<file path="config.mk">
export PLATFORM = sky130hd
export DESIGN_NAME = imm_encoder
export DESIGN_NICKNAME = d
export VERILOG_FILES = /design/src/rtl/imm_encoder.sv
export SDC_FILE = /design/constraint.sdc
export NUM_CORES = 1
export LEC_CHECK = 0
export BUFFER_PORTS_ARGS = -buffer_cell sky130_fd_sc_hd__buf_2
export CAP_MARGIN = 20
export CORE_MARGIN = 1.5
export CORE_UTILIZATION = 46
export DETAILED_ROUTE_END_ITERATION = 10
export PLACE_DENSITY_LB_ADDON = 0.3
export SLEW_MARGIN = 40
export SYNTH_ARGS = -nofsm -noshare
export SYNTH_HDL_FRONTEND = slang
export SYNTH_SLANG_ARGS = --single-unit
</file>
<file path="constraint.sdc">
create_clock -name clk -period 3.5 [get_ports clk]
set_clock_uncertainty 0.15 [all_clocks]
set_input_delay 0.7 -clock clk [delete_from_list [all_inputs] [get_ports clk]]
set_output_delay 0.7 -clock clk [all_outputs]
set_load 0.01 [all_outputs]
</file>
<file path="src/rtl/imm_encoder.sv">
// RV32I instruction assembler: places register fields and a signed immediate into
// an instruction word, rejects unencodable immediates and expands LI into LUI+ADDI.
module imm_encoder #(
    parameter logic [31:0] NOP_WORD = 32'h00000013
) (
    input  logic        clk,
    input  logic        rst,
    input  logic        in_valid,
    output logic        in_ready,
    input  logic [2:0]  in_fmt,
    input  logic [4:0]  in_rd,
    input  logic [4:0]  in_rs1,
    input  logic [4:0]  in_rs2,
    input  logic [2:0]  in_funct3,
    input  logic [31:0] in_imm,
    output logic        out_valid,
    input  logic        out_ready,
    output logic [31:0] out_word,
    output logic        out_err,
    output logic        out_last
);

    localparam int unsigned XLEN    = 32;
    localparam int unsigned REG_W   = 5;
    localparam int unsigned LO_W    = 12;
    localparam int unsigned HI_W    = 20;

    localparam logic [2:0] FMT_ARITH  = 3'd0;
    localparam logic [2:0] FMT_JALR   = 3'd1;
    localparam logic [2:0] FMT_STORE  = 3'd2;
    localparam logic [2:0] FMT_BRANCH = 3'd3;
    localparam logic [2:0] FMT_LUI    = 3'd4;
    localparam logic [2:0] FMT_AUIPC  = 3'd5;
    localparam logic [2:0] FMT_JAL    = 3'd6;

    localparam logic [6:0] OP_IMM    = 7'b0010011;
    localparam logic [6:0] OP_JALR   = 7'b1100111;
    localparam logic [6:0] OP_STORE  = 7'b0100011;
    localparam logic [6:0] OP_BRANCH = 7'b1100011;
    localparam logic [6:0] OP_LUI    = 7'b0110111;
    localparam logic [6:0] OP_AUIPC  = 7'b0010111;
    localparam logic [6:0] OP_JAL    = 7'b1101111;

    typedef enum logic {
        IDLE,
        LI_LO
    } state_t;

    state_t             state;
    state_t             state_nxt;
    logic               accept;
    logic               load_lo;
    logic [REG_W-1:0]   li_rd;
    logic [LO_W-1:0]    li_lo;

    logic [XLEN-1:0]    enc_word;
    logic               enc_err;
    logic               enc_last;
    logic               enc_li2;
    logic               fits12;
    logic               fits13;
    logic               fits21;
    logic               is_shift;
    logic               shamt_ok;
    logic [HI_W-1:0]    li_hi;

    // Immediate range/alignment checks and field scatter for the incoming request
    always_comb begin
        enc_word = '0;
        enc_err  = 1'b0;
        enc_last = 1'b1;
        enc_li2  = 1'b0;
        fits12   = (in_imm == {{20{in_imm[11]}}, in_imm[11:0]});
        fits13   = (in_imm == {{19{in_imm[12]}}, in_imm[12:0]});
        fits21   = (in_imm == {{11{in_imm[20]}}, in_imm[20:0]});
        is_shift = (in_funct3 == 3'b001) || (in_funct3 == 3'b101);
        shamt_ok = (in_imm[11:5] == 7'h00) ||
                   ((in_imm[11:5] == 7'h20) && (in_funct3 == 3'b101));
        // (imm + 0x800) >> 12 without carrying the unused low sum bits
        li_hi    = in_imm[31:12] + HI_W'(in_imm[11]);

        case (in_fmt)
            FMT_ARITH: begin
                enc_err  = !fits12 || (is_shift && !shamt_ok);
                enc_word = {in_imm[11:0], in_rs1, in_funct3, in_rd, OP_IMM};
            end
            FMT_JALR: begin
                enc_err  = !fits12;
                enc_word = {in_imm[11:0], in_rs1, 3'b000, in_rd, OP_JALR};
            end
            FMT_STORE: begin
                enc_err  = !fits12;
                enc_word = {in_imm[11:5], in_rs2, in_rs1, in_funct3, in_imm[4:0], OP_STORE};
            end
            FMT_BRANCH: begin
                enc_err  = !fits13 || in_imm[0];
                enc_word = {in_imm[12], in_imm[10:5], in_rs2, in_rs1, in_funct3,
                            in_imm[4:1], in_imm[11], OP_BRANCH};
            end
            FMT_LUI: begin
                enc_err  = (in_imm[11:0] != 12'h000);
                enc_word = {in_imm[31:12], in_rd, OP_LUI};
            end
            FMT_AUIPC: begin
                enc_err  = (in_imm[11:0] != 12'h000);
                enc_word = {in_imm[31:12], in_rd, OP_AUIPC};
            end
            FMT_JAL: begin
                enc_err  = !fits21 || in_imm[0];
                enc_word = {in_imm[20], in_imm[10:1], in_imm[11], in_imm[19:12], in_rd, OP_JAL};
            end
            default: begin
                if (fits12) begin
                    enc_word = {in_imm[11:0], 5'd0, 3'b000, in_rd, OP_IMM};
                end else begin
                    enc_word = {li_hi, in_rd, OP_LUI};
                    enc_li2  = (in_imm[11:0] != 12'h000);
                    enc_last = !enc_li2;
                end
            end
        endcase

        if (enc_err) begin
            enc_word = NOP_WORD;
        end
    end

    // State register
    always_ff @(posedge clk or negedge rst) begin
        if (!rst) begin
            state <= IDLE;
        end else begin
            state <= state_nxt;
        end
    end

    // Next-state: LI_LO lasts until the LUI half leaves the output stage
    always_comb begin
        state_nxt = state;
        case (state)
            IDLE:    if (accept && enc_li2) state_nxt = LI_LO;
            LI_LO:   if (out_valid && out_ready) state_nxt = IDLE;
            default: state_nxt = IDLE;
        endcase
    end

    // Handshake decode
    always_comb begin
        in_ready = (state == IDLE) && (!out_valid || out_ready);
        accept   = in_valid && in_ready;
        load_lo  = (state == LI_LO) && out_valid && out_ready;
    end

    // Output stage and LI hold registers
    always_ff @(posedge clk or negedge rst) begin
        if (!rst) begin
            out_valid <= 1'b0;
            out_word  <= '0;
            out_err   <= 1'b0;
            out_last  <= 1'b0;
            li_rd     <= '0;
            li_lo     <= '0;
        end else if (load_lo) begin
            out_valid <= 1'b1;
            out_word  <= {li_lo, li_rd, 3'b000, li_rd, OP_IMM};
            out_err   <= 1'b0;
            out_last  <= 1'b1;
        end else if (accept) begin
            out_valid <= 1'b1;
            out_word  <= enc_word;
            out_err   <= enc_err;
            out_last  <= enc_last;
            if (enc_li2) begin
                li_rd <= in_rd;
                li_lo <= in_imm[11:0];
            end
        end else if (out_valid && out_ready) begin
            out_valid <= 1'b0;
        end
    end

endmodule

</file>
==> results of run 1 <==
==> cell families (layout without fill, tap and decap cells) <==
group / Yosys count / after routing / synth area share (%)
simple gates: 137 / 137 / 20.5
xor+xnor: 11 / 11 / 2.82
fa+ha+maj: 3 / 3 / 1.10
compound gates: 109 / 109 / 22.3
flops: 52 / 52 / 38.1
mux: 30 / 30 / 10.9
buf+inv: 28 / 116 / 4.25
==> through the flow <==
step | setup WS [ps] | hold slack, ps | cells | area [µm²] | total power, mW
2_1_floorplan | 584 | 254 | 370 | 3410 | 1.20
3_3_place_gp | 171 | 307 | 549 | 3970 | 1.43
3_5_place_dp | 125 | 319 | 549 | 3970 | 1.45
4_1_cts | 445 | 298 | 557 | 4080 | 1.87
5_1_grt | 304 | 323 | 557 | 4080 | 1.98
6_report | 412 | 283 | 557 | 4080 | 1.86
==> final cells by class <==
class                           instances  area, µm²
Fill cell                             678       3130
Multi-Input combinational cell        290       1970
Sequential cell                        52       1300
Timing Repair Buffer                  106        566
Tap cell                               99        124
Clock buffer                            5       68.8
Clock inverter                          3       46.3
Inverter                                2       7.51
==> worst max-delay path, stage by stage <==
cell and delay [ps]:
buf_2 140, or4_1 550, or4_1 500, nor2_2 180, or2_1 260, o221ai_4 330, a311o_1 390, o311ai_1 90
==> placed cells by master (no fill, tap or decap), drive strengths merged, types with 2 or more instances in the layout <==
master / netlist / final
nand2: 36 / 36
nand2b: 5 / 5
xor2: 8 / 8
nand4: 12 / 12
buf: 15 / 106
a21oi: 23 / 23
nor2: 32 / 32
o221ai: 3 / 3
dfrtp: 52 / 52
clkbuf: 11 / 5
nand3: 11 / 11
o21ai: 33 / 33
nor3: 5 / 5
a22oi: 10 / 10
a21boi: 2 / 2
xnor2: 3 / 3
a21o: 3 / 3
ha: 3 / 3
and2: 3 / 3
a311o: 2 / 2
o22ai: 8 / 8
a211oi: 2 / 2
or4: 4 / 4
inv: 2 / 3
a211o: 2 / 2
and3: 12 / 12
mux2: 22 / 22
a41oi: 2 / 2
mux2i: 7 / 7
o31ai: 6 / 6
a221oi: 2 / 2
nor4: 7 / 7
or2: 2 / 2
nor2b: 4 / 4
and4: 2 / 2
==> state kept, by name (all words and copies together), names as in the netlist <==
register   cells
li_lo         12
out_err        1
out_valid      1
state          1
out_word      31
li_rd          5
out_last       1
==> routing by layer <==
layer  vias to the layer above  GRT usage, %  routed length, µm
li1                       1557             -                  -
met1                      1645          37.1               4440
met2                       140          42.4               4760
met3                        10          2.40                550
met4                         0          5.73                133
met5                         -             0                  0
==> worst max-delay path by stage <==
stage | start | end | slack, ps | cells after the start
6_report | in_imm[14] | out_word[30] | 410 | 8
2_1_floorplan | in_imm[14] | li_lo[10] | 580 | 8
4_1_cts | in_imm[14] | out_word[12] | 450 | 8
3_5_place_dp | in_imm[14] | out_word[12] | 120 | 8
3_3_place_gp | in_imm[14] | out_word[30] | 170 | 8
5_1_grt | in_imm[14] | out_word[20] | 300 | 8
==> where the power goes <==
group	switching (mW)	total, mW	internal [mW]
logic	0.310	0.585	0.275
clock network	0.208	0.424	0.216
registers	0.0969	0.854	0.757
==> flow_summary.ini, run 1 <==
[logic_synthesis]
synth_warnings = 0
ys_seq_elements = 52
synth-edff-count = 0
synthArstFlopShare_pct = 100
syn_nets = 430
netlist_area_um2 = 3410
yosysTopAreaCell = dfrtp_1
yosysMostFrequentCell = dfrtp_1
seq_area_frac_synth_pct = 38.1
synthTopCellsByCount = 52 x dfrtp_1, 36 x nand2_1, 31 x nor2_1
synth_cells = 370
yosys_most_used_dff = dfrtp_1
yosysUniqueCellTypes = 61
avgSynthCellArea_um2 = 9.23
yosys-top-cells-area = dfrtp_1 38%, mux2_2 4.6%, nand2_1 4.0%, o21ai_0 3.8%, mux2_4 3.5%
yosysTopAreaCellShare_pct = 38.1

[clock_network]
worstSkewPairLatency_ps = 310
cts_resized = 0
cts_max_level = 2
cts_tree = yes
numCtsBuffers = 5
clk_pin_slew_ps = 100
cts.sinks = 52
cts_root_buf = clkbuf_8
cts_setup_buffers = 0
hold_buffers = 0
clockBufferDepth = 2

[job]
cap_violations = 0

[sta]
setup_tns_ps = 0
finalSetupViolCount = 0
final_hold_viol_count = 0
maxSlewHeadroom_pct = 49.3
finalCriticalPeriod_ps = 3090
fmax_ghz = 0.324
post-route-period-util_pct = 88.2
slew_violations = 0
rsz0062_at_grt = false
tightest_slew_ps = 752

[min_path]
worstHoldPathType = input pin to asynchronous set/reset pin

[global_routing]
overflow = 0
grt_first_pass_wirelength_um = 15800
antenna_found_initial = 0
grt_pass1_vias = 3106
grt_start_max_net_pins = 42
track_usage_pct = 25.8

[drt]
viasPerCell = 6.02
dr.pass1.iters = 5
drc = 0
wl_per_cell_um = 17.7
drt_iter0_markers = 264
ant_nets = 0
vias = 3352
finalWirelength_um = 9880

[floorplanning]
dieArea_um2 = 7950
rows = 31
fp.dieH_um = 89.1
initial_core_util_pct = 47.3
design.core.area_um2 = 7210
die_w_um = 89.1
boundaryPins = 93

[finish]
drive_above_1_share_pct = 33.4
area_growth_syn_to_layout_pct = 19.6
final_nets = 517
final_util_pct = 56.6
antenna_cells = 0

[placed_design]
port_buffers = 92
place_hpwl_um = 7600
place_congestion = 0.906

[worst_setup_path]
worst-setup-path-type = input pin to flip-flop
r2r_slack_ps = 1370
worstPathRequired_ps = 3560
startpoint_type = input pin
cp-end-kind = flip-flop
r2r_end = li_lo[3]
reg2reg_depth = 5
reg2reg_from = out_valid
arrival_ps = 3150
worstPathMaxFanout = 19

[power]
p_per_area_nw_per_um2 = 456
peakVddDrop_v = 0.000245
power.leakage_nw = 1.87

[status]
status = complete, no violations
Note: power is estimated with default switching activity, not from simulation.
==> run 2: changes to the inputs <==
- clock period: 3.5 -> 3.4 ns (I/O delays scaled with it)
==> run 2 against run 1 <==
Hold slack got worse by 93 ps. Critical path depth did not move. Worst setup slack got worse by 8.3 ps. Die area did not move. Global-route usage fell by 0.13 points. Via count barely moved. Critical path type unchanged. Largest power group unchanged.
==> flow_summary.ini, run 2 (synthesis gave the netlist of run 1 again) <==
[finish]
reg_top3 = out_word x31, li_lo x12, li_rd x5
layout_common_cells = 92 x buf_2, 52 x dfrtp_1, 36 x nand2_1, 30 x nor2_1, 25 x o21ai_0
area_growth_syn_to_layout_pct = 19.0
final_common_cell = buf_2
fin_cells = 557
drive_above_1_share_pct = 33.2
fin_area_um2 = 4060
final_util_pct = 56.3
antenna_cells = 0
final_nets = 517
fillers = 710
regMostFlops = out_word
largest_reg_flops = 31

[placed_design]
post-place-cells = 549
dpl-instance-area_um2 = 3970
port_buffers = 92
place_congestion = 0.932
place_hpwl_um = 7560

[drt]
wl_per_cell_um = 17.7
finalWirelength_um = 9870
drt_iter0_markers = 267
dr.pass1.iters = 5
viasPerCell = 6.02
drc = 0
vias = 3355
ant_nets = 0

[power]
p_sw_share_pct = 33.6
p_seq_share_pct = 47.8
power.leakage_nw = 1.86
clockPowerShare_pct = 19.8
internal-power_mw = 1.23
power.net_switching_uw = 622
p_per_area_nw_per_um2 = 456
combPwrFrac_pct = 32.4
peakVddDrop_v = 0.000191

[global_routing]
overflow = 0
grt_pass1_vias = 3127
antenna_found_initial = 0
grt_start_max_net_pins = 31
grt_first_pass_wirelength_um = 15700
track_usage_pct = 25.7

[floorplanning]
boundaryPins = 93
design.core.area_um2 = 7210
die_w_um = 89.1
dieArea_um2 = 7950
initial_core_util_pct = 47.3
rows = 31
fp.dieH_um = 89.1

[worst_setup_path]
crit_top_cell = or4_1
worstPathRequired_ps = 3470
path_cells = buf_2 > or4_1 > or4_1 > nor2_2 > or2_1 > o221ai_4 > buf_4 > o31ai_2
arrival_ps = 3060
cpLargestDelayFamily = simple AND/OR/NAND/NOR gates
worstPathMaxFanout = 13
cp_num_buf_inv = 2
worst-setup-path-type = input pin to flip-flop
cp-end-kind = flip-flop
startpoint_type = input pin
cp_slowest_cell = or4_1
critPathMaxStageDelay_ps = 540

[clock_network]
hold_buffers = 0
cts_setup_buffers = 0
cts_root_buf = clkbuf_8
clk_pin_slew_ps = 90
clockBufferDepth = 2
cts_resized = 0
numCtsBuffers = 5
worstSkewPairLatency_ps = 300
cts_tree = yes
cts.sinks = 52
cts_max_level = 2

[status]
status = complete, no violations

[job]
cap_violations = 0

[sta]
rsz0062_at_grt = false
tightest_slew_ps = 806
post-route-period-util_pct = 88.1
finalSetupViolCount = 0
fmax_ghz = 0.334
setup_tns_ps = 0
slew_violations = 0
final_hold_viol_count = 0
finalCriticalPeriod_ps = 3000
maxSlewHeadroom_pct = 46.0

[min_path]
worstHoldPathType = input pin to asynchronous set/reset pin
==> run 2: changes by cell type in the layout (fill, tap and decap cells not counted) <==
cell / previous run / this run
bufinv_16: 1 / 0
clkbuf_1: 0 / 1
clkbuf_8: 5 / 6
inv_6: 1 / 0
o21ai_0: 26 / 25
o21ai_1: 7 / 8
==> run 2: path summary, 6_finish.rpt <==
check | from | end | slack, ps | cells past startpoint
max in group asynchronous | rst | li_lo[1] | 2140 | 2
max | in_imm[14] | out_word[16] | 400 | 8
min in group clk | out_word[13] | out_word[13] | 340 | 2
min | rst | out_word[13] | 190 | 1
max reg2reg | out_valid | out_word[16] | 1360 | 6
min reg2reg | out_word[13] | out_word[13] | 340 | 2
==> run 2: through the flow <==
stage | power, mW | hold WS, ps | setup WS [ps]
detailed placement | 1.49 | 325 | 134
finish | 1.85 | 190 | 404
floorplan | 1.23 | 234 | 504
global placement | 1.47 | 317 | 199
CTS | 1.85 | 197 | 454
global route | 1.96 | 214 | 356
==> run 2: worst reg2reg max path, stage by stage, from the launching register on <==
cell and delay [ps]:
dfrtp_1 430, a21oi_1 210, nand2_1 150, nor2_1 240, o221ai_4 280, buf_4 260, o31ai_2 230
==> run 2: power by group through the flow <==
stage | Clock [mW] | Combinational [mW] | Sequential, mW
floorplan | 0 | 0.318 | 0.913
global placement | 0 | 0.586 | 0.884
detailed placement | 0 | 0.600 | 0.893
CTS | 0.370 | 0.601 | 0.882
global route | 0.395 | 0.662 | 0.903
finish | 0.366 | 0.600 | 0.885
==> run 2: layout make-up <==
class	instances	area (µm²)	share of cell area, %
multi-input combinational	290	1970	48.5
sequential	52	1300	32.0
timing repair buffer	106	566	13.9
tap	99	124	3.05
clock buffer	7	86.3	2.13
clock inverter	1	7.51	0.185
inverter	2	7.51	0.185
==> run 2: routing by layer <==
layer	part of all wire [%]	GRT usage, %
met4	1.8	7.27
met2	47	41.1
met5	0	0
met3	6.0	3.51
met1	45	36.6
==> run 3: changes to the inputs <==
- BUFFER_PORTS_ARGS: -buffer_cell sky130_fd_sc_hd__buf_2 -> default
- DONT_BUFFER_PORTS: default -> 1
==> run 3 against run 2 <==
Sequential power up 6.6%. Cell count down 18%. Sequential share of layout area up 4.2 points. Core utilization down 6.6 points. Clock power about the same. First-iteration DRC count up 16%. Sequential cell count unchanged. Die area unchanged. Cell area down 12%. Count of clock-buffer cells in the layout unchanged. Register-to-register slack worse by 290 ps. Largest cell class unchanged. Largest power group unchanged.
==> flow_summary.ini, run 3 (synthesis gave the netlist of run 1 again) <==
[floorplanning]
dieArea_um2 = 7950
design.core.area_um2 = 7210
initial_core_util_pct = 47.3
fp.dieH_um = 89.1
die_w_um = 89.1
rows = 31
boundaryPins = 93

[global_routing]
grt_start_max_net_pins = 53
track_usage_pct = 25.4
overflow = 0
grt_first_pass_wirelength_um = 15400
antenna_found_initial = 0
grt_pass1_vias = 2818

[sta]
finalCriticalPeriod_ps = 2930
fmax_ghz = 0.341
maxSlewHeadroom_pct = 47.8
post-route-period-util_pct = 86.3
rsz0062_at_grt = false
slew_violations = 0
finalSetupViolCount = 0
final_hold_viol_count = 0
setup_tns_ps = 0
tightest_slew_ps = 775

[power]
peakVddDrop_v = 0.000155
power.net_switching_uw = 549
p_seq_share_pct = 55.7
internal-power_mw = 1.14
p_sw_share_pct = 32.4
p_per_area_nw_per_um2 = 472
design_power_total_mw = 1.69
combPwrFrac_pct = 22.7
clockPowerShare_pct = 21.7
power.leakage_nw = 1.46

[worst_setup_path]
worstPathMaxFanout = 20
r2r_end = out_word[13]
reg2reg_depth = 6
cp_slowest_cell = or4_1
worstPathRequired_ps = 3480
reg2reg_from = out_valid
arrival_ps = 3010
crit_top_cell = or4_1
startpoint_type = input pin
worst-setup-path-type = input pin to flip-flop
critPathMaxStageDelay_ps = 550
path_cells = or4_1 > or4_1 > nor2_2 > or2_1 > o221ai_4 > o21bai_4 > o21ai_1
cp-end-kind = flip-flop
r2r_slack_ps = 1070

[finish]
largest_reg_flops = 31
multiInputGateArea_um2 = 1970
regMostFlops = out_word
layout_common_cells = 52 x dfrtp_1, 36 x nand2_1, 30 x nor2_1, 26 x o21ai_0, 23 x a21oi_1
reg_top3 = out_word x31, li_lo x12, li_rd x5
antenna_cells = 0
fillers = 698
final_common_cell = dfrtp_1
final-seq-area_um2 = 1300
area_growth_syn_to_layout_pct = 5.13
final_nets = 419
drive_above_1_share_pct = 15.0
fin_cells = 459
final_util_pct = 49.7

[drt]
finalWirelength_um = 9770
dr.pass1.iters = 5
vias = 2940
drt_iter0_markers = 310
viasPerCell = 6.41
wl_per_cell_um = 21.3
ant_nets = 0
drc = 0

[placed_design]
post-place-cells = 450
port_buffers = 0
place_congestion = 0.928
place_hpwl_um = 7200

[min_path]
worstHoldPathType = input pin to asynchronous set/reset pin

[clock_network]
cts_tree = yes
cts.sinks = 52
cts_setup_buffers = 0
clockBufferDepth = 2
cts_max_level = 2
clk_pin_slew_ps = 90
worstSkewPairLatency_ps = 300
cts_root_buf = clkbuf_8
numCtsBuffers = 5
cts_resized = 0

[job]
cap_violations = 0

[status]
status = complete, no violations
[run 3: cell count changes in the layout (fill, tap and decap cells not counted), sizes merged]
cell and change:
buf -98
[run 3: final cells by class]
type                    count  area share (%)
clock buffers               7            2.41
clock inverters             1           0.209
flip-flops and latches     52            36.3
well taps                  99            3.45
multi-input cells         290            54.9
inverters                   2           0.209
repair buffers              8            2.58
[run 3: what timing repair did]
item                                   in CTS  in global routing
hold buffers                                1                  0
setup endpoints to repair                   0                  0
endpoints found under the hold margin      52                  0
[run 3: how the worst max path moves through the flow]
| stage | start | end | slack (ps) | cells after the start |
|---|---|---|---|---|
| after global placement | in_imm[14] | out_word[12] | 250 | 7 |
| after global routing | in_imm[14] | out_word[30] | 350 | 7 |
| after CTS | in_imm[14] | out_word[12] | 480 | 7 |
| final | in_imm[14] | out_word[13] | 470 | 7 |
| after detailed placement | in_imm[14] | out_word[12] | 170 | 7 |
| after floorplan | in_imm[14] | li_lo[10] | 500 | 8 |
[run 3: metrics by stage]
step	hold slack (ps)	area, µm²	setup slack (ps)
finish	80.0	3590	467
global route	78.0	3590	349
CTS	78.1	3590	482
detailed placement	235	3470	169
global placement	235	3460	245
floorplan	234	3410	504
[run 3: per-layer routing]
| metal | track usage (%) | up-vias | part of all wire, % |
|---|---|---|---|
| met5 | 0 | - | 0 |
| met4 | 7.55 | 0 | 1.9 |
| met3 | 6.56 | 15 | 9.1 |
| met2 | 38.1 | 130 | 44 |
| met1 | 36.1 | 1434 | 45 |
| li1 | - | 1361 | - |
[run 3: worst max-delay path, delay by kind of cell]
| kind | cells | cell delay, ps |
|---|---|---|
| AND/OR/NAND/NOR | 4 | 1470 |
| AO/OA/AOI/OAI | 3 | 850 |
[run 3: power groups by stage]
stage,sequential (mW),clock (mW),combinational (mW)
after floorplan,0.913,0,0.318
after global placement,0.949,0,0.354
after detailed placement,0.954,0,0.367
after CTS,0.942,0.375,0.384
after global routing,0.960,0.401,0.429
final,0.943,0.367,0.384
